### src/rtl/router_in_arb_if.sv
// Handshake bundle between the packet sources, the round-robin arbiter and the router input port.
// master is the arbiter side; slave is the source/router side.
interface router_in_arb_if #(
    parameter int NSRC = 3
);
    logic [NSRC-1:0]   src_req;
    logic [NSRC-1:0]   src_pkt_valid;
    logic [8*NSRC-1:0] src_data;
    logic              busy;
    logic [NSRC-1:0]   gnt;
    logic [NSRC-1:0]   src_busy;
    logic              pkt_valid;
    logic [7:0]        data_in;
    logic              proto_err;

    modport master (
        input  src_req, src_pkt_valid, src_data, busy,
        output gnt, src_busy, pkt_valid, data_in, proto_err
    );

    modport slave (
        output src_req, src_pkt_valid, src_data, busy,
        input  gnt, src_busy, pkt_valid, data_in, proto_err
    );
endinterface

### src/rtl/router_in_arb.sv
// Round-robin arbiter granting the router input port to one source for a whole packet.
// Bytes are forwarded combinationally; the header length drives the end-of-packet count.
module router_in_arb #(
    parameter int NSRC = 3
) (
    input  logic            clk,
    input  logic            rst,
    router_in_arb_if.master bus
);
    localparam int PW = (NSRC > 1) ? $clog2(NSRC) : 1;

    typedef enum logic [2:0] {IDLE, HDR, PAYLOAD, PARITY, GAP} state_t;

    state_t          state, state_nxt;
    logic [NSRC-1:0] gnt, gnt_nxt;
    logic [PW-1:0]   rr_ptr, rr_ptr_nxt;
    logic [PW-1:0]   cur, cur_nxt;
    logic [PW-1:0]   winner;
    logic            found;
    logic [5:0]      cnt, cnt_nxt;
    logic            proto_err, proto_err_nxt;
    logic            sel_valid;
    logic [7:0]      sel_data;
    logic            in_pkt;
    logic            accept;

    always_comb begin
        sel_valid = bus.src_pkt_valid[cur];
        sel_data  = bus.src_data[8*cur +: 8];
        in_pkt    = (state == HDR) || (state == PAYLOAD) || (state == PARITY);
        accept    = (|gnt) && in_pkt && !bus.busy;
    end

    // First requester at or above rr_ptr, wrapping; lowest offset wins.
    always_comb begin : arb_search
        int idx;
        idx    = 0;
        winner = '0;
        found  = 1'b0;
        for (int k = NSRC - 1; k >= 0; k--) begin
            idx = (int'(rr_ptr) + k) % NSRC;
            if (bus.src_req[idx]) begin
                winner = PW'(idx);
                found  = 1'b1;
            end
        end
    end

    always_comb begin
        state_nxt     = state;
        gnt_nxt       = gnt;
        cnt_nxt       = cnt;
        rr_ptr_nxt    = rr_ptr;
        cur_nxt       = cur;
        proto_err_nxt = 1'b0;
        case (state)
            IDLE: begin
                if (found && !bus.busy) begin
                    gnt_nxt         = '0;
                    gnt_nxt[winner] = 1'b1;
                    cur_nxt         = winner;
                    state_nxt       = HDR;
                end
            end
            HDR: begin
                if (accept && sel_valid) begin
                    cnt_nxt   = sel_data[7:2];
                    state_nxt = (sel_data[7:2] != 6'd0) ? PAYLOAD : PARITY;
                end
            end
            PAYLOAD: begin
                if (accept) begin
                    if (sel_valid) begin
                        cnt_nxt = cnt - 6'd1;
                        if (cnt == 6'd1) state_nxt = PARITY;
                    end else begin
                        // Short packet: this byte already went out as parity.
                        proto_err_nxt = 1'b1;
                        gnt_nxt       = '0;
                        state_nxt     = GAP;
                    end
                end
            end
            PARITY: begin
                if (accept) begin
                    proto_err_nxt = sel_valid;
                    gnt_nxt       = '0;
                    state_nxt     = GAP;
                end
            end
            GAP: begin
                rr_ptr_nxt = (cur == PW'(NSRC - 1)) ? '0 : cur + 1'b1;
                state_nxt  = IDLE;
            end
            default: state_nxt = IDLE;
        endcase
    end

    always_ff @(posedge clk) begin
        if (!rst) begin
            state     <= IDLE;
            gnt       <= '0;
            rr_ptr    <= '0;
            cur       <= '0;
            cnt       <= 6'd0;
            proto_err <= 1'b0;
        end else begin
            state     <= state_nxt;
            gnt       <= gnt_nxt;
            rr_ptr    <= rr_ptr_nxt;
            cur       <= cur_nxt;
            cnt       <= cnt_nxt;
            proto_err <= proto_err_nxt;
        end
    end

    // Parity is never flagged as valid so the router always sees end-of-packet.
    assign bus.gnt       = gnt;
    assign bus.src_busy  = ~gnt | {NSRC{bus.busy}};
    assign bus.data_in   = in_pkt ? sel_data : 8'h00;
    assign bus.pkt_valid = ((state == HDR) || (state == PAYLOAD)) ? sel_valid : 1'b0;
    assign bus.proto_err = proto_err;
endmodule

### src/flat_wrapper.sv
// flat-port wrapper written by rule: the top's interface ports become plain ports
module router_in_arb_flat 
#(
    parameter int NSRC = 3
)
  (clk, rst, bus_src_req, bus_src_pkt_valid, bus_src_data, bus_busy, bus_gnt, bus_src_busy, bus_pkt_valid, bus_data_in, bus_proto_err);
  router_in_arb_if #(.NSRC(NSRC)) bus_i ();
  input  logic clk;
  input  logic rst;
  input wire logic [$bits(bus_i.src_req)-1:0] bus_src_req;
  input wire logic [$bits(bus_i.src_pkt_valid)-1:0] bus_src_pkt_valid;
  input wire logic [$bits(bus_i.src_data)-1:0] bus_src_data;
  input wire logic [$bits(bus_i.busy)-1:0] bus_busy;
  output wire logic [$bits(bus_i.gnt)-1:0] bus_gnt;
  output wire logic [$bits(bus_i.src_busy)-1:0] bus_src_busy;
  output wire logic [$bits(bus_i.pkt_valid)-1:0] bus_pkt_valid;
  output wire logic [$bits(bus_i.data_in)-1:0] bus_data_in;
  output wire logic [$bits(bus_i.proto_err)-1:0] bus_proto_err;
  assign bus_i.src_req = bus_src_req;
  assign bus_i.src_pkt_valid = bus_src_pkt_valid;
  assign bus_i.src_data = bus_src_data;
  assign bus_i.busy = bus_busy;
  assign bus_gnt = bus_i.gnt;
  assign bus_src_busy = bus_i.src_busy;
  assign bus_pkt_valid = bus_i.pkt_valid;
  assign bus_data_in = bus_i.data_in;
  assign bus_proto_err = bus_i.proto_err;
  router_in_arb #(.NSRC(NSRC)) u_core (.clk(clk), .rst(rst), .bus(bus_i));
endmodule
### config.mk
export PLATFORM = sky130hd
export DESIGN_NAME = router_in_arb_flat
export DESIGN_NICKNAME = d
export VERILOG_FILES = /design/src/rtl/router_in_arb_if.sv /design/src/rtl/router_in_arb.sv /design/src/flat_wrapper.sv
export SDC_FILE = /design/constraint.sdc
export NUM_CORES = 1
export LEC_CHECK = 0
export ABC_AREA = 1
export CORE_ASPECT_RATIO = 0.5
export CORE_MARGIN = 5
export CORE_UTILIZATION = 42
export CTS_CLUSTER_SIZE = 14
export DETAILED_ROUTE_END_ITERATION = 10
export GPL_TIMING_DRIVEN = 0
export PLACE_DENSITY = 0.77
export SYNTH_ARGS = -nofsm -noshare
export SYNTH_HDL_FRONTEND = slang
export SYNTH_SLANG_ARGS = --single-unit
### constraint.sdc
create_clock -name clk -period 1.6 [get_ports clk]
set_input_delay 0.16 -clock clk [delete_from_list [all_inputs] [get_ports clk]]
set_output_delay 0.16 -clock clk [all_outputs]
set_load 0.05 [all_outputs]
### Word-level counts from Yosys, hierarchy flattened

Cells that the tools add are included.

* flip-flop bits (word level): 17
* bits in latches: 0
* memory bits (writable): 0
* memory bits (read-only): 0
* output and inout bits: 16
* memories: 0

* add/sub/neg operators: 4
* multipliers: 0
* divide/modulo/power cells: 3
* order comparisons: 6
* eq/ne operators: 13
* shift operators: 1
* muxes and demuxes: 43
* bitwise logic cells: 2
* reductions and logical operators: 17

Operator list (count)
* $lt 32x4->1 const B: 3
* $mod 32x3->32 const B: 2
* $mod 3x3->32 const B: 1
* $mux 3: 10
* $shiftx 24x6->8: 1
* $mux 6: 3
* $mux 1: 16
* $pmux 3 s4: 1
* $pmux 6 s2: 1
* $reduce_and 5->1: 2
* $pmux 3 s3: 1
* $bmux 1 s2: 4
* $mux 2: 4
* $mux 8: 1
* $ne 2x1->1 const B: 4
* $eq 3x2->1 const B: 2
* $eq 6x1->1 const B: 1
* $lt 2x3->1 const B: 2
* $reduce_bool 6->1: 1
* $sub 6x1->6 const B: 1
* $logic_and 1x1->1: 5
* $ne 2x2->1 const B: 2
* $reduce_and 4->1: 1
* $add 2x1->3 const B: 1
* other kinds (18): 19

### Depth between registers and ports, before layout

Gate-level depths: netlist of the first run.

* depth in word-level cells: 14
* gate-level depth with buffers: 14
* gate-level depth less buffers: 13

### Worst setup path after synthesis of the first run

No wires, ideal clock.

* path type: reg2reg
* start point: register u_core.rr_ptr[0]
* end point: register u_core.gnt[0] (netlist: u_core.bus.gnt[0])
* setup time: 0.113 ns
* arrival time: 1.529 ns
* slack: -0.042 ns
* cell stages (with the launch flop): 13
* buffers on the path: 0
* period minus slack after synthesis: 1.642 ns
* cell sequence: dfxtp_1 -> inv_1 -> ha_1 -> inv_1 -> nand3_1 -> inv_1 -> a21oi_1 -> nand3_1 -> nand2_1 -> nand2_1 -> nand3_2 -> nor2_1 -> nor2_1

* cells in the longest elaborated chain, start to end: 14
* elaborated cells on any way between the ends: 30

RTL lines
* start: declaration: RTL line router_in_arb.sv:16 `logic [PW-1:0] rr_ptr, rr_ptr_nxt;`
* start signal: assignment: RTL line router_in_arb.sv:110 `rr_ptr <= rr_ptr_nxt;`
* $add 2x2->3: RTL line router_in_arb.sv:41 `idx = (int'(rr_ptr) + k) % NSRC;`
* $mod 32x3->32: RTL line router_in_arb.sv:41
* $bmux 1 s2: RTL line router_in_arb.sv:42 `if (bus.src_req[idx]) begin`
* $mux 1 (not written as such) (2 in a row): RTL line router_in_arb.sv:42
* $mux 2 (3 in a row): RTL line router_in_arb.sv:42
* $lt 2x3->1 (not written as such) / $ge 2x1->1 (equally long branches): RTL line router_in_arb.sv:60 `gnt_nxt[winner] = 1'b1;`
* $logic_and 1x1->1 (not written as such): RTL line router_in_arb.sv:60
* $mux 1 (not written as such): RTL line router_in_arb.sv:60
* $demux 1 s2
* $mux 3: RTL line router_in_arb.sv:58 `if (found && !bus.busy) begin`
* $pmux 3 s3: RTL line router_in_arb.sv:56 `case (state)`
* end signal: assignment: RTL line router_in_arb.sv:109 `gnt <= gnt_nxt;`
* end: declaration: RTL line router_in_arb.sv:15 `logic [NSRC-1:0] gnt, gnt_nxt;`

Parallel ways exist; a longest one is shown, timed or not. The select of a mux whose other input is x is not followed.
A chain may end at the register's enable or synchronous reset.

### Final worst setup path of the first run

* start point: register u_core.rr_ptr[0]
* end point: register u_core.gnt[1] (netlist: u_core.bus.gnt[1])

Same word-level chain as after synthesis.

==> summary.md, run 1 <==
| Metric | Value |
|---|---|
| Run status | `complete, but fails checks` |
| Failing checks | `setup timing` |
| Total GRT Usage | `18.56%` |
| Largest cells by area after synthesis | `dfxtp_1 22%, nand2_1 21%, inv_1 10%` |
| Synth unique cells | `25` |
| Share of the synthesized area in the top cell type | `22.28%` |
| Leak pwr | `0.001172 µW` |
| WP data required | `1.80 ns` |
| Compound-Gate Fraction of Synth Area | `10.57%` |
| Post-synthesis sequential area ratio | `22.28%` |
| Post-Synth XOR/XNOR Area | `1.720%` |
| Layout Skew | `0.006964 ns` |
| FFs w/ async S/R, synth | `0%` |
| CP Capture Type | `flip-flop` |
| Clock buffer depth | `2` |
| IO buf count | `48` |
| Post-synthesis cell area | `1528 µm²` |
| Final setup TNS | `-0.2894 ns` |
| Hold WS | `0.5230 ns` |
| Largest net degree at the start of global routing | `11` |
| Main combinational cell family by area after synthesis | `simple AND/OR/NAND/NOR gates` |
| Final critical-path share of the clock period | `104.1%` |
| Fill count | `285` |
| Detail-routed via count per cell | `5.100` |
| CTS buffer count | `3` |
| Simple logic cell fraction of the synthesized area | `46.36%` |
| Syn_area_per_cell | `5.765 µm²` |
| Die Y | `52.65 µm` |
| Multi-input logic area | `1207 µm²` |
| Flop and latch count out of synthesis | `17` |
| Starting Density | `44.00%` |
| DP HPWL | `3.390 mm` |
| Post-synth top flop | `dfxtp_1` |
| Mux share of post-synthesis cell area | `0%` |
| Layout area overhead | `63.39%` |
| Power per Cell Area | `1568 nW/µm²` |
| ANT cells | `0` |
| Share of cells above drive strength 1 | `33.74%` |
| CTS Sinks | `17` |
| Hold Violations, Final | `0` |
| Post-synthesis adder-cell area fraction | `4.914%` |
| Rows | `15` |
| Biggest area consumer among synthesized cells | `dfxtp_1` |
| Final WL | `5.135 mm` |
| Grt ovf | `0` |
| Post-route DRC | `0` |
| Top-count cell post-synth | `nand2_1` |
| H-Tree Level Count | `1` |
| Critical Path Source Type | `flip-flop` |
| NumNets Final | `369` |
| MaxCap Viol Count | `0` |
| Final Setup Violations | `7` |
| Worst-path fanout max | `5` |
| Register area | `356.6 µm²` |
| DRT Pass-1 Iters | `4` |
| CTS tree | `yes` |
| Die footprint | `5017 µm²` |
| Worst-Margin Slew | `0.5141 ns` |
| Top post-synthesis cells by count | `86 x nand2_1, 41 x inv_1, 24 x nor2_1` |
| F_max | `600.6 MHz` |
| First-pass GRT wire length | `7.389 mm` |
| Minimum clock period | `1.665 ns` |
| Post-Syn Nets | `304` |
| Peak VDD IR | `1209 µV` |
| Via count | `1938` |
| Fin. max-slew vios | `0` |
| Floorplan core area | `3472 µm²` |
| I/O pin count | `49` |
| Vias in the first global route | `1769` |
| CP arrival | `1.86 ns` |
| GP Congestion | `0.8433` |
| Antenna violations before repair | `0` |
| Design Power | `3913 µW` |
| WL/cell | `13.51 µm` |
| Final Worst Setup Slack | `-0.06487 ns` |
| Clock slew seen by the registers of the worst setup and hold paths | `0.08 ns` |
| Hold buffers post-CTS | `0` |
| ANT nets after route | `0` |
| Initial DRC Count | `160` |
| Cell count after synthesis | `265` |
| Worst-Skew Late Latency | `0.26 ns` |
| Number of synthesized flops with an enable pin | `0` |
| Synthesis Warnings | `0` |
| Unrepaired setup endpoints after global routing | `true` |
| Rel. slew slack | `65.62%` |
| Hold Path Class | `flip-flop to flip-flop` |
| CTS Root Buffer Type | `clkbuf_8` |
| Critical path class | `flip-flop to flip-flop` |
| Die W | `95.29 µm` |
[critical path, cell delays in order, from the launching register on]
cell,delay (ns)
dfxtp_2,0.35
inv_2,0.06
ha_4,0.28
inv_4,0.05
nand2_2,0.05
nand2_2,0.07
a21oi_4,0.17
nand3_4,0.12
nand2_4,0.10
nand2_4,0.07
nand3_4,0.09
nand2_2,0.06
a21oi_2,0.13
[cell families (layout without fill, tap and decap cells)]
group           Yosys count  in the layout
compound gates           31             31
xor+xnor                  3              3
fa+ha+maj                 6              6
buf+inv                  51            115
flops                    17             17
simple gates            157            157
[where the power goes]
part / switching (µW) / internal (µW) / leakage [µW] / total, µW
Sequential: 105 / 513 / 0.000142 / 618
Clock: 163 / 173 / 0.0000255 / 337
Combinational: 1880 / 1070 / 0.00100 / 2960
[through the flow]
| stage | instance area (µm²) | util [%] | setup WS (ns) | instances |
|---|---|---|---|---|
| finish | 2496 | 71.89 | -0.06487 | 380 |
| global route | 2496 | 71.89 | -0.2066 | 380 |
| CTS | 2272 | 65.44 | -0.05015 | 376 |
| detailed placement | 2085 | 60.04 | -0.5049 | 364 |
| global placement | 2085 | 60.04 | -0.4919 | 364 |
| floorplan | 1540 | - | 0.01086 | 265 |
[per-layer routing]
metal | track usage (%) | routed length, µm | vias to the layer above
li1 | - | - | 956
met1 | 21.68 | 2062 | 906
met2 | 35.11 | 2778 | 59
met3 | 2.726 | 172 | 17
met4 | 5.742 | 121 | 0
met5 | 0 | 0 | -
[flip-flops by register name, summed over array words and instances, names as in the netlist]
| register | count |
|---|---|
| u_core.cur | 2 |
| u_core.bus.gnt | 3 |
| u_core.state | 3 |
| u_core.rr_ptr | 2 |
| u_core.cnt | 6 |
| u_core.bus.proto_err | 1 |
[path summary, 6_finish.rpt]
check	startpoint	endpoint	slack [ns]	cells past startpoint
hold reg to reg	u_core.bus.gnt[2]$_SDFFE_PN0P_	u_core.bus.gnt[2]$_SDFFE_PN0P_	0.52	2
setup / recovery	u_core.rr_ptr[0]$_SDFFE_PN0N_	u_core.bus.gnt[1]$_SDFFE_PN0P_	-0.06	12
setup reg to reg	u_core.rr_ptr[0]$_SDFFE_PN0N_	u_core.bus.gnt[1]$_SDFFE_PN0P_	-0.06	12
hold / removal	u_core.bus.gnt[2]$_SDFFE_PN0P_	u_core.bus.gnt[2]$_SDFFE_PN0P_	0.52	2
[what timing repair did]
item	CTS	global route
setup buffers	8	5
resized for setup	98	60
setup endpoints to repair	27	21
pin swaps	11	18
[layout by cell type (no fill, tap or decap), drive strengths merged, types with 7 or more instances in the layout]
master and instances:
nor2 32, nor3 7, buf 24, nand2 91
clkdlybuf4s50 33, a21oi 13, inv 47, o21ai 13
nand3 25, dfxtp 17
[layout make-up]
class / instances / share of cell area (%)
inverters: 47 / 7.870
multi-input cells: 197 / 48.37
well taps: 51 / 2.556
clock inverters: 1 / 0.2005
clock buffers: 3 / 1.654
flip-flops and latches: 17 / 14.29
repair buffers: 61 / 23.81
plain buffers: 3 / 1.253
No activity file was read; power rests on OpenSTA's default activity.
==> run 2, diff against run 1 <==
--- a/config.mk
+++ b/config.mk
@@ -6,7 +6,7 @@
 export NUM_CORES = 1
 export LEC_CHECK = 0
 export ABC_AREA = 1
-export CORE_ASPECT_RATIO = 0.5
+export CORE_ASPECT_RATIO = 0.7
 export CORE_MARGIN = 5
 export CORE_UTILIZATION = 42
 export CTS_CLUSTER_SIZE = 14
==> summary.md, run 2 (synthesis results as in run 1) <==
| Metric | Value |
|---|---|
| Run status | `complete, but fails checks` |
| Failing checks | `setup timing` |
| Critical path's slowest cell | `dfxtp_2` |
| Post-route DRC | `0 (unchanged)` |
| Rel. slew slack | `67.17% (+1.5 points)` |
| CTS buffer count | `3 (unchanged)` |
| Via count | `1942 (+0.21%)` |
| Largest net degree at the start of global routing | `11 (unchanged)` |
| Worst-Margin Slew | `0.4909 ns (-0.02315 ns)` |
| Commonest cells after routing, fill and taps aside | `74 x nand2_1, 33 x inv_1, 33 x clkdlybuf4s50_1` |
| H-Tree Level Count | `1 (unchanged)` |
| Hold Path Class | `flip-flop to flip-flop` |
| Critical path's top delay family | `simple AND/OR/NAND/NOR gates` |
| Total GRT Usage | `18.62% (+0.061 points)` |
| Layout area overhead | `65.03%` |
| CTS Root Buffer Type | `clkbuf_8` |
| F_max | `624.4 MHz (+3.9%)` |
| DRT Pass-1 Iters | `4 (unchanged)` |
| Leak pwr | `0.001208 µW (+3.1%)` |
| CTS tree | `yes` |
| CP cell instances | `buf_4 -> ha_4 -> inv_4 -> nand2_1 -> nand3_2 -> nand2_2 -> nand3_4 -> nand2_4 -> nand2_4 -> nand3_4 -> nor3_1` |
| Max incr delay on CP | `0.32 ns (-0.03 ns)` |
| Clock buffer depth | `2 (unchanged)` |
| Clock slew seen by the registers of the worst setup and hold paths | `0.07 ns (about the same)` |
| Largest Register | `u_core.cnt` |
| Power per Cell Area | `1601 nW/µm² (+2.1%)` |
| Layout Skew | `0.001967 ns (-0.004997 ns)` |
| Starting Density | `43.48% (-0.52 points)` |
| CP arrival | `1.76 ns (-0.10 ns)` |
| Hold Violations, Final | `0 (unchanged)` |
| Unrepaired setup endpoints after global routing | `true` |
| GP Congestion | `0.8969 (+6.4%)` |
| CTS Sinks | `17 (unchanged)` |
| Peak VDD IR | `1422 µV (+18%)` |
| Grt ovf | `0 (unchanged)` |
| Worst-Skew Late Latency | `0.26 ns (about the same)` |
| NumNets Final | `373 (+1.1%)` |
| First-pass GRT wire length | `7.120 mm (-3.6%)` |
| Max reg flops | `6 (unchanged)` |
| Antenna violations before repair | `0 (unchanged)` |
| IO buf count | `48 (unchanged)` |
| CP Capture Type | `flip-flop` |
| Critical Path Source Type | `flip-flop` |
| Die footprint | `4963 µm² (-1.1%)` |
| Fin. max-slew vios | `0 (unchanged)` |
| Final setup TNS | `-0.001644 ns (+0.2877 ns)` |
| DP HPWL | `3.354 mm (-1.1%)` |
| Rows | `18 (+3)` |
| Floorplan core area | `3513 µm² (+1.2%)` |
| Share of cells above drive strength 1 | `31.83% (-1.9 points)` |
| ANT nets after route | `0 (unchanged)` |
| Critical path class | `flip-flop to flip-flop` |
| Top Registers | `u_core.cnt (6), u_core.bus.gnt (3), u_core.state (3)` |
| Minimum clock period | `1.602 ns (-0.06323 ns)` |
| Most common cell after layout, fill and taps aside | `nand2_1` |
| Hold WS | `0.5038 ns (-0.01920 ns)` |
| WP data required | `1.76 ns (-0.04 ns)` |
| ANT cells | `0 (unchanged)` |
| Die W | `82.09 µm (-14%)` |
| Detail-routed via count per cell | `5.070 (-0.58%)` |
| Final Setup Violations | `1 (-6)` |
| Final WL | `5.094 mm (-0.80%)` |
| Final Worst Setup Slack | `-0.001644 ns (+0.06323 ns)` |
| MaxCap Viol Count | `0 (unchanged)` |
| Die Y | `60.46 µm (+15%)` |
| CP bufs+invs | `2 (unchanged)` |
| Vias in the first global route | `1619 (-8.5%)` |
| I/O pin count | `49 (unchanged)` |
| WL/cell | `13.30 µm (-1.6%)` |
| Worst-path fanout max | `3 (-2)` |
| Initial DRC Count | `159 (-0.63%)` |
| Final critical-path share of the clock period | `100.1% (-4.0 points)` |
==> run 2: cell count changes in the layout (fill, tap and decap cells not counted), moves of 2 or more <==
| cell | before | now |
|---|---|---|
| buf_4 | 11 | 14 |
| nand2_1 | 68 | 74 |
| inv_1 | 31 | 33 |
| inv_2 | 11 | 9 |
| nand2_2 | 17 | 12 |
==> run 2: layer usage <==
| metal | up-vias | track usage (%) | routed length (µm) | share of wire, % |
|---|---|---|---|---|
| met1 | 867 | 25.94 | 2150 | 42 |
| met4 | 0 | 5.924 | 175 | 3.4 |
| met2 | 99 | 27.27 | 2234 | 44 |
| met5 | - | 0 | 0 | 0 |
| met3 | 16 | 6.083 | 534 | 10 |
| li1 | 960 | - | - | - |
==> run 2: worst paths after layout <==
path	depth (start not counted)	to	slack, ns	from
hold reg to reg	2	u_core.bus.gnt[1]$_SDFFE_PN0P_	0.50	u_core.bus.gnt[1]$_SDFFE_PN0P_
setup / recovery	11	u_core.state[2]$_SDFFE_PN0P_	-0.002	u_core.rr_ptr[0]$_SDFFE_PN0N_
hold / removal	2	u_core.bus.gnt[1]$_SDFFE_PN0P_	0.50	u_core.bus.gnt[1]$_SDFFE_PN0P_
setup reg to reg	11	u_core.state[2]$_SDFFE_PN0P_	-0.002	u_core.rr_ptr[0]$_SDFFE_PN0N_
==> run 2: what timing repair did <==
item	4_1_cts	5_1_grt
cloned	0	1
hold buffers	0	0
pin swaps	13	25
endpoints found under the setup margin	27	21
resized for setup	94	57
buffers inserted	7	9
==> run 2: stage by stage <==
| step | worst slack, ns | utilization, % | instances | total power, µW | instance area (µm²) |
|---|---|---|---|---|---|
| after floorplan | 0.01086 | - | 265 | 2276 | 1540 |
| final | -0.001644 | 71.76 | 383 | 4035 | 2521 |
| after global placement | -0.5209 | 59.29 | 363 | 2877 | 2083 |
| after CTS | -0.01240 | 64.42 | 374 | 3480 | 2263 |
| after global routing | -0.1295 | 71.76 | 383 | 4290 | 2521 |
| after detailed placement | -0.5139 | 59.29 | 363 | 2893 | 2083 |
==> run 2: worst register-to-register path: cells and delay by family, from the launching register on <==
family,cells,cell delay (ns)
fa+ha+maj,1,0.17
buf+inv,2,0.21
flops,1,0.32
simple gates,8,0.80
==> run 2: layout make-up <==
type	count	area, µm²
sequential	17	354.1
tap	50	62.56
timing repair buffer	65	635.6
fill	279	992.2
multi-input combinational	197	1195
buffer	3	27.53
clock buffer	4	45.04
inverter	47	201.4
==> run 2: report_power, final <==
group	switching, µW	total, µW	leakage (µW)	internal [µW]
combinational	1930	3100	0.00104	1170
sequential	89.0	603	0.000142	514
clock	154	332	0.0000228	177
total	2170	4040	0.00121	1860
==> variant 1 (flow settings as in run 2) <==
`NSRC` is set to 3 in 3 places; all go to 6.
--- a/src/rtl/router_in_arb_if.sv
+++ b/src/rtl/router_in_arb_if.sv
@@ -1,7 +1,7 @@
 // Handshake bundle between the packet sources, the round-robin arbiter and the router input port.
 // master is the arbiter side; slave is the source/router side.
 interface router_in_arb_if #(
-    parameter int NSRC = 3
+    parameter int NSRC = 6
 );
     logic [NSRC-1:0]   src_req;
     logic [NSRC-1:0]   src_pkt_valid;
--- a/src/rtl/router_in_arb.sv
+++ b/src/rtl/router_in_arb.sv
@@ -1,7 +1,7 @@
 // Round-robin arbiter granting the router input port to one source for a whole packet.
 // Bytes are forwarded combinationally; the header length drives the end-of-packet count.
 module router_in_arb #(
-    parameter int NSRC = 3
+    parameter int NSRC = 6
 ) (
     input  logic            clk,
     input  logic            rst,
--- a/src/flat_wrapper.sv
+++ b/src/flat_wrapper.sv
@@ -1,7 +1,7 @@
 // flat-port wrapper written by rule: the top's interface ports become plain ports
 module router_in_arb_flat 
 #(
-    parameter int NSRC = 3
+    parameter int NSRC = 6
 )
   (clk, rst, bus_src_req, bus_src_pkt_valid, bus_src_data, bus_busy, bus_gnt, bus_src_busy, bus_pkt_valid, bus_data_in, bus_proto_err);
   router_in_arb_if #(.NSRC(NSRC)) bus_i ();
Ports: changed (5 resized); port bits go from 49 to 85. The function was not compared with the original's and may differ.
==> variant 1 against run 2 <==
The flow still finishes with violations (negative setup slack); power increased by 12%; area after synthesis increased by 69%; cell area is 84% higher; sequential cell count increased by 5; largest cell class unchanged; wire length is 130% higher; setup slack worse by 1400 ps; clock power rose by 22%; critical endpoint is now u_core.bus.gnt[1].
==> variant 1: results (changes against run 2) <==
The logs give -1500 ps (was -514 ps) for the setup slack at placement and -1370 ps (was -1.64 ps) for the post-route worst setup slack. The highest ir drop seen on vdd is 0.637 mV (was 1.42 mV). Registers with the most flip-flops: u_core.bus.gnt x6, u_core.cnt x6 (was u_core.cnt x6, u_core.bus.gnt x3, u_core.state x3).

The relative slew slack is 0.529 (was 0.672). The post-synthesis adder-cell area fraction is 0.0774 (was 0.0491). The final instance count without filler cells was 665 (was 383).

The count of filler cells inserted in the layout is 371 (was 279). The flow ran to the end, but the final reports show violations. Largest cells by area after synthesis: dfxtp_1 (17%), nand2_1 (17%), ha_1 (7.7%) (was dfxtp_1 (22%), nand2_1 (21%), inv_1 (10%)). Distinct cell type count after synthesis: 40 (was 25).

The portion of netlist area occupied by mux cells is 0.00387 (was 0). Violations in the final reports: negative setup slack (unchanged). For the violation count after the first detailed-route iteration, the log shows 400 (was 159).

The hold path startpoint was rst (was u_core.bus.gnt[1]). The total nets after synthesis came out at 528 (was 304). Most numerous cell types in the synthesized netlist: nand2_1 (117), inv_1 (51), nor2_1 (44) (was nand2_1 (86), inv_1 (41), nor2_1 (24)). The post-synthesis xor/xnor area fraction is 0.0169 (was 0.0172), and the fraction of the mapped netlist area in compound gates is 0.234 (was 0.106). For the largest clock skew in the final design, the log shows 2.84 ps (was 1.97 ps). The number of cells traversed by the worst register-to-register path was 23 (was 11); the first-pass GRT wire length was 16.4 mm (was 7.12 mm).

The maximum number of pins on one net before global-route repair is 13 (was 11), and the global routing usage summed across all routing layers is 0.250 (was 0.186). The run gives 0.170 (was 0.223) as the share of the yosys chip area belonging to registers. The quantity of I/O buffers inserted on ports was 83 (was 48); the count of endpoints failing setup in the final report was 28 (was 1).
[variant 1: cell types whose count changed after synthesis, moves of 8 or more]
cell / delta
nand2_1: +31
o21ai_0: +26
a21oi_1: +23
nor2_1: +20
nand3_1: +15
ha_1: +10
inv_1: +10
a22oi_1: +9
or2_2: +9
clkbuf_1: +8
[variant 1: how the worst max path moves through the flow]
| stage | from | to | slack [ps] | cells past startpoint |
|---|---|---|---|---|
| floorplan | u_core.rr_ptr[0] | u_core.bus.gnt[2] | -980 | 23 |
| global placement | u_core.rr_ptr[1] | u_core.bus.gnt[0] | -1430 | 18 |
| detailed placement | u_core.rr_ptr[1] | u_core.bus.gnt[0] | -1500 | 18 |
| CTS | u_core.rr_ptr[0] | u_core.bus.gnt[1] | -1210 | 23 |
| global route | u_core.rr_ptr[0] | u_core.bus.gnt[1] | -1570 | 24 |
| finish | u_core.rr_ptr[0] | u_core.bus.gnt[1] | -1370 | 23 |
[variant 1: where the power goes]
part	switching, W	internal, W
sequential	0.0000974	0.000609
combinational	0.00194	0.00149
clock	0.000186	0.000220
total	0.00222	0.00232
[variant 1: through the flow]
stage	area (um^2)	util	setup TNS, ps
2_1_floorplan	2780	-	-12380
3_3_place_gp	3700	0.634	-28390
3_5_place_dp	3700	0.634	-29550
4_1_cts	4400	0.754	-18130
5_1_grt	4650	0.796	-25650
6_report	4650	0.796	-21510
[variant 1: layout make-up]
class,count,area share
sequential,22,0.0993
tap,75,0.0202
clock buffer,4,0.0118
inverter,57,0.0519
buffer,10,0.0299
timing repair buffer,137,0.275
multi-input combinational,360,0.512
[variant 1: metal layers]
metal / share of wire / track usage
met5: 0 / 0
met4: 0.021 / 0.0259
met3: 0.093 / 0.0305
met2: 0.45 / 0.399
met1: 0.44 / 0.375
[variant 1: critical path, delay by kind of cell (launching register included)]
kind / cells / cell delay (ps)
and+or+nand+nor: 16 / 1660
DFF: 1 / 370
adders and majority gates: 2 / 370
buffers and inverters: 4 / 340
AOI/OAI and AO/OA: 1 / 130
[variant 1: cells by family (layout without fill, tap and decap cells)]
family,Yosys count,count (layout)
buffers and inverters,68,208
adder cells (fa/ha/maj),16,16
AND/OR/NAND/NOR,233,234
multiplexers,1,1
flip-flops,22,22
XOR/XNOR,5,5
AO/OA/AOI/OAI,104,104
[variant 1: timing repair]
action / 4_1_cts / 5_1_grt
pin swaps: 38 / 29
gates resized for setup: 173 / 62
setup buffers: 41 / 12
gates cloned: 1 / 1
setup endpoints to repair: 40 / 34
==> variant 2 (config.mk and constraints of run 2) <==
Made on the original files. Reset style: asynchronous (`rst`), changed in one clocked block.
--- a/src/rtl/router_in_arb.sv
+++ b/src/rtl/router_in_arb.sv
@@ -96,7 +96,7 @@
         endcase
     end
 
-    always_ff @(posedge clk) begin
+    always_ff @(posedge clk or negedge rst) begin
         if (!rst) begin
             state     <= IDLE;
             gnt       <= '0;
Behaviour: differs if rst is asserted again (counterexample within 4 cycles, from zero or initial values and one cycle with rst low); with rst held inactive, the same outputs for 4 cycles.
==> variant 2 against run 2 <==
Power rose by 46%; sequential cell count did not move; the run still ends with negative setup slack left; wire length increased by 13%; setup slack got worse by 120 ps; cell area rose by 7.0%; highest routed layer unchanged; utilization grew 3.6 points; worst hold slack got worse by 150 ps; critical path type is now register to primary output; area after synthesis increased by 3.4%.
==> variant 2: results (changes against run 2) <==
The run finished, with violations left. Violations in the final reports: negative setup slack (unchanged). Global routing met1 resource utilization: 0.259 (about the same).

The count of endpoints failing setup in the final report is 19 (was 1), and the post-route worst setup slack is -123 ps (was -1.64 ps). The run gives 18 (was 11) as the maximum number of pins on one net before global-route repair. The total power density per cell area was 2180 nW/um^2 (was 1600 nW/um^2). The post-synthesis xor/xnor area fraction is 0.0111 (was 0.0172), and the final weighted congestion of routability-driven global placement is 0.874 (was 0.897). The logs give 244 (was 279) for the count of filler cells inserted in the layout and 3.41 mm (was 3.35 mm) for the HPWL reported at the end of detailed placement. The post-synthesis adder-cell area fraction is 0.0475 (was 0.0491). The tools report the violation count after the first detailed-route iteration as 166 (was 159). Distinct cell type count after synthesis: 24 (was 25). The via count of the first global-routing pass is 1,751 (was 1,619), and the reg-to-reg setup timing slack is -90 ps (was -2 ps). The tools report the capturing instance or port of the critical path as bus_data_in[6] (was u_core.state[2]). The largest clock skew in the final design was 4.06 ps (was 1.97 ps); the first-pass GRT wire length was 8.18 mm (was 7.12 mm).

The tools report the terminus of the critical flop-to-flop path as u_core.cur[0] (was u_core.state[2]). The highest ir drop seen on vdd was 1.54 mV (was 1.42 mV); the relative slew slack was 0.473 (was 0.672). The async set or reset register ratio after synthesis is 1.00 (was 0). The launch point of the critical path is u_core.cur[0] (was u_core.rr_ptr[0]).

The global routing usage summed across all routing layers is 0.203 (was 0.186), and the share of layout cells above drive strength 1 is 0.405 (was 0.318). The total number of nets in the final design came out at 371 (was 373). The tools report the setup slack at placement as -628 ps (was -514 ps).

The tools report the static power due to leakage as 1.37 nW (was 1.21 nW). Largest cells by area after synthesis: dfrtp_1 (27%), nand2_1 (19%), inv_1 (10%) (was dfxtp_1 (22%), nand2_1 (21%), inv_1 (10%)). The gate count of the mapped netlist is 253 (was 265).

Final instance count without filler cells: 381 (was 383). The launch point of the worst reg-to-reg path was u_core.rr_ptr[0] (unchanged). Type of the tightest min-delay check: input pin to asynchronous set/reset pin (was register to register). The routed length per instance came out at 15.2 um (was 13.3 um). Most numerous cell types in the synthesized netlist: nand2_1 (80), inv_1 (42), nand3_1 (24) (was nand2_1 (86), inv_1 (41), nor2_1 (24)).

The fraction of the mapped netlist area in compound gates is 0.0911 (was 0.106), and the arrival time of the worst setup path is 1560 ps (was 1760 ps). The placed cell area is 2120 um^2 (was 2080 um^2). The share of the yosys chip area belonging to registers was 0.269 (was 0.223).

The critical path's slowest cell is dfrtp_2 (was dfxtp_2). Largest fanout on the critical path: 5 (was 3). The yosys synthesis warning count is 0 (unchanged). Number of placed instances with taps included: 351 (was 363).
-- variant 2: worst max-delay path, delay by kind of cell, from the launching register on --
family | cells | cell delay [ps]
flip-flops | 1 | 470
AND/OR/NAND/NOR | 4 | 460
buffers and inverters | 3 | 350
-- variant 2: layer usage --
| layer | wire length [um] | up-vias | share of wire |
|---|---|---|---|
| met3 | 510 | 16 | 0.088 |
| met4 | 173 | 0 | 0.030 |
| li1 | - | 942 | - |
| met5 | 0 | - | 0 |
| met1 | 2380 | 879 | 0.41 |
| met2 | 2720 | 117 | 0.47 |
-- variant 2: worst min-delay path by stage --
stage                               start                end
after floorplan                       rst  u_core.bus.gnt[0]
after CTS                             rst      u_core.cnt[0]
after global placement    u_core.state[1]    u_core.state[1]
final                                 rst      u_core.cnt[1]
after global routing                  rst  u_core.bus.gnt[1]
after detailed placement  u_core.state[1]    u_core.state[1]
-- variant 2: kinds of logic (layout without fill, tap and decap cells) --
logic type / after synthesis / in the layout
AOI/OAI and AO/OA: 27 / 27
DFF: 17 / 17
buffers and inverters: 50 / 128
and+or+nand+nor: 151 / 151
adders and majority gates: 6 / 6
xor gates and xnor gates: 2 / 2
-- variant 2: timing repair --
item	4_1_cts	5_1_grt
endpoints found under the setup margin	23	21
cloned	2	0
pin swaps	6	23
setup buffers	14	11
gates resized for setup	105	66
-- variant 2: metrics by stage --
stage	total power (W)	TNS, ps	hold slack, ps
finish	0.00589	-1280	359
global route	0.00626	-2680	442
CTS	0.00488	-254	382
detailed placement	0.00395	-6170	464
global placement	0.00391	-5910	462
floorplan	0.00311	0	-136
-- variant 2: area by class of cell --
type / instances / area share
Multi-Input combinational cell: 186 / 0.439
Clock inverter: 1 / 0.00185
Clock buffer: 3 / 0.0153
Tap cell: 50 / 0.0232
Inverter: 47 / 0.0737
Timing Repair Buffer: 74 / 0.275
Sequential cell: 17 / 0.159
Buffer: 3 / 0.0125
-- variant 2: report_power, final --
| part | leakage [nW] | internal [W] | switching, W |
|---|---|---|---|
| Clock | 0.0255 | 0.000173 | 0.000156 |
| Sequential | 0.207 | 0.000625 | 0.000210 |
| Combinational | 1.13 | 0.00186 | 0.00286 |
| Total | 1.37 | 0.00266 | 0.00323 |
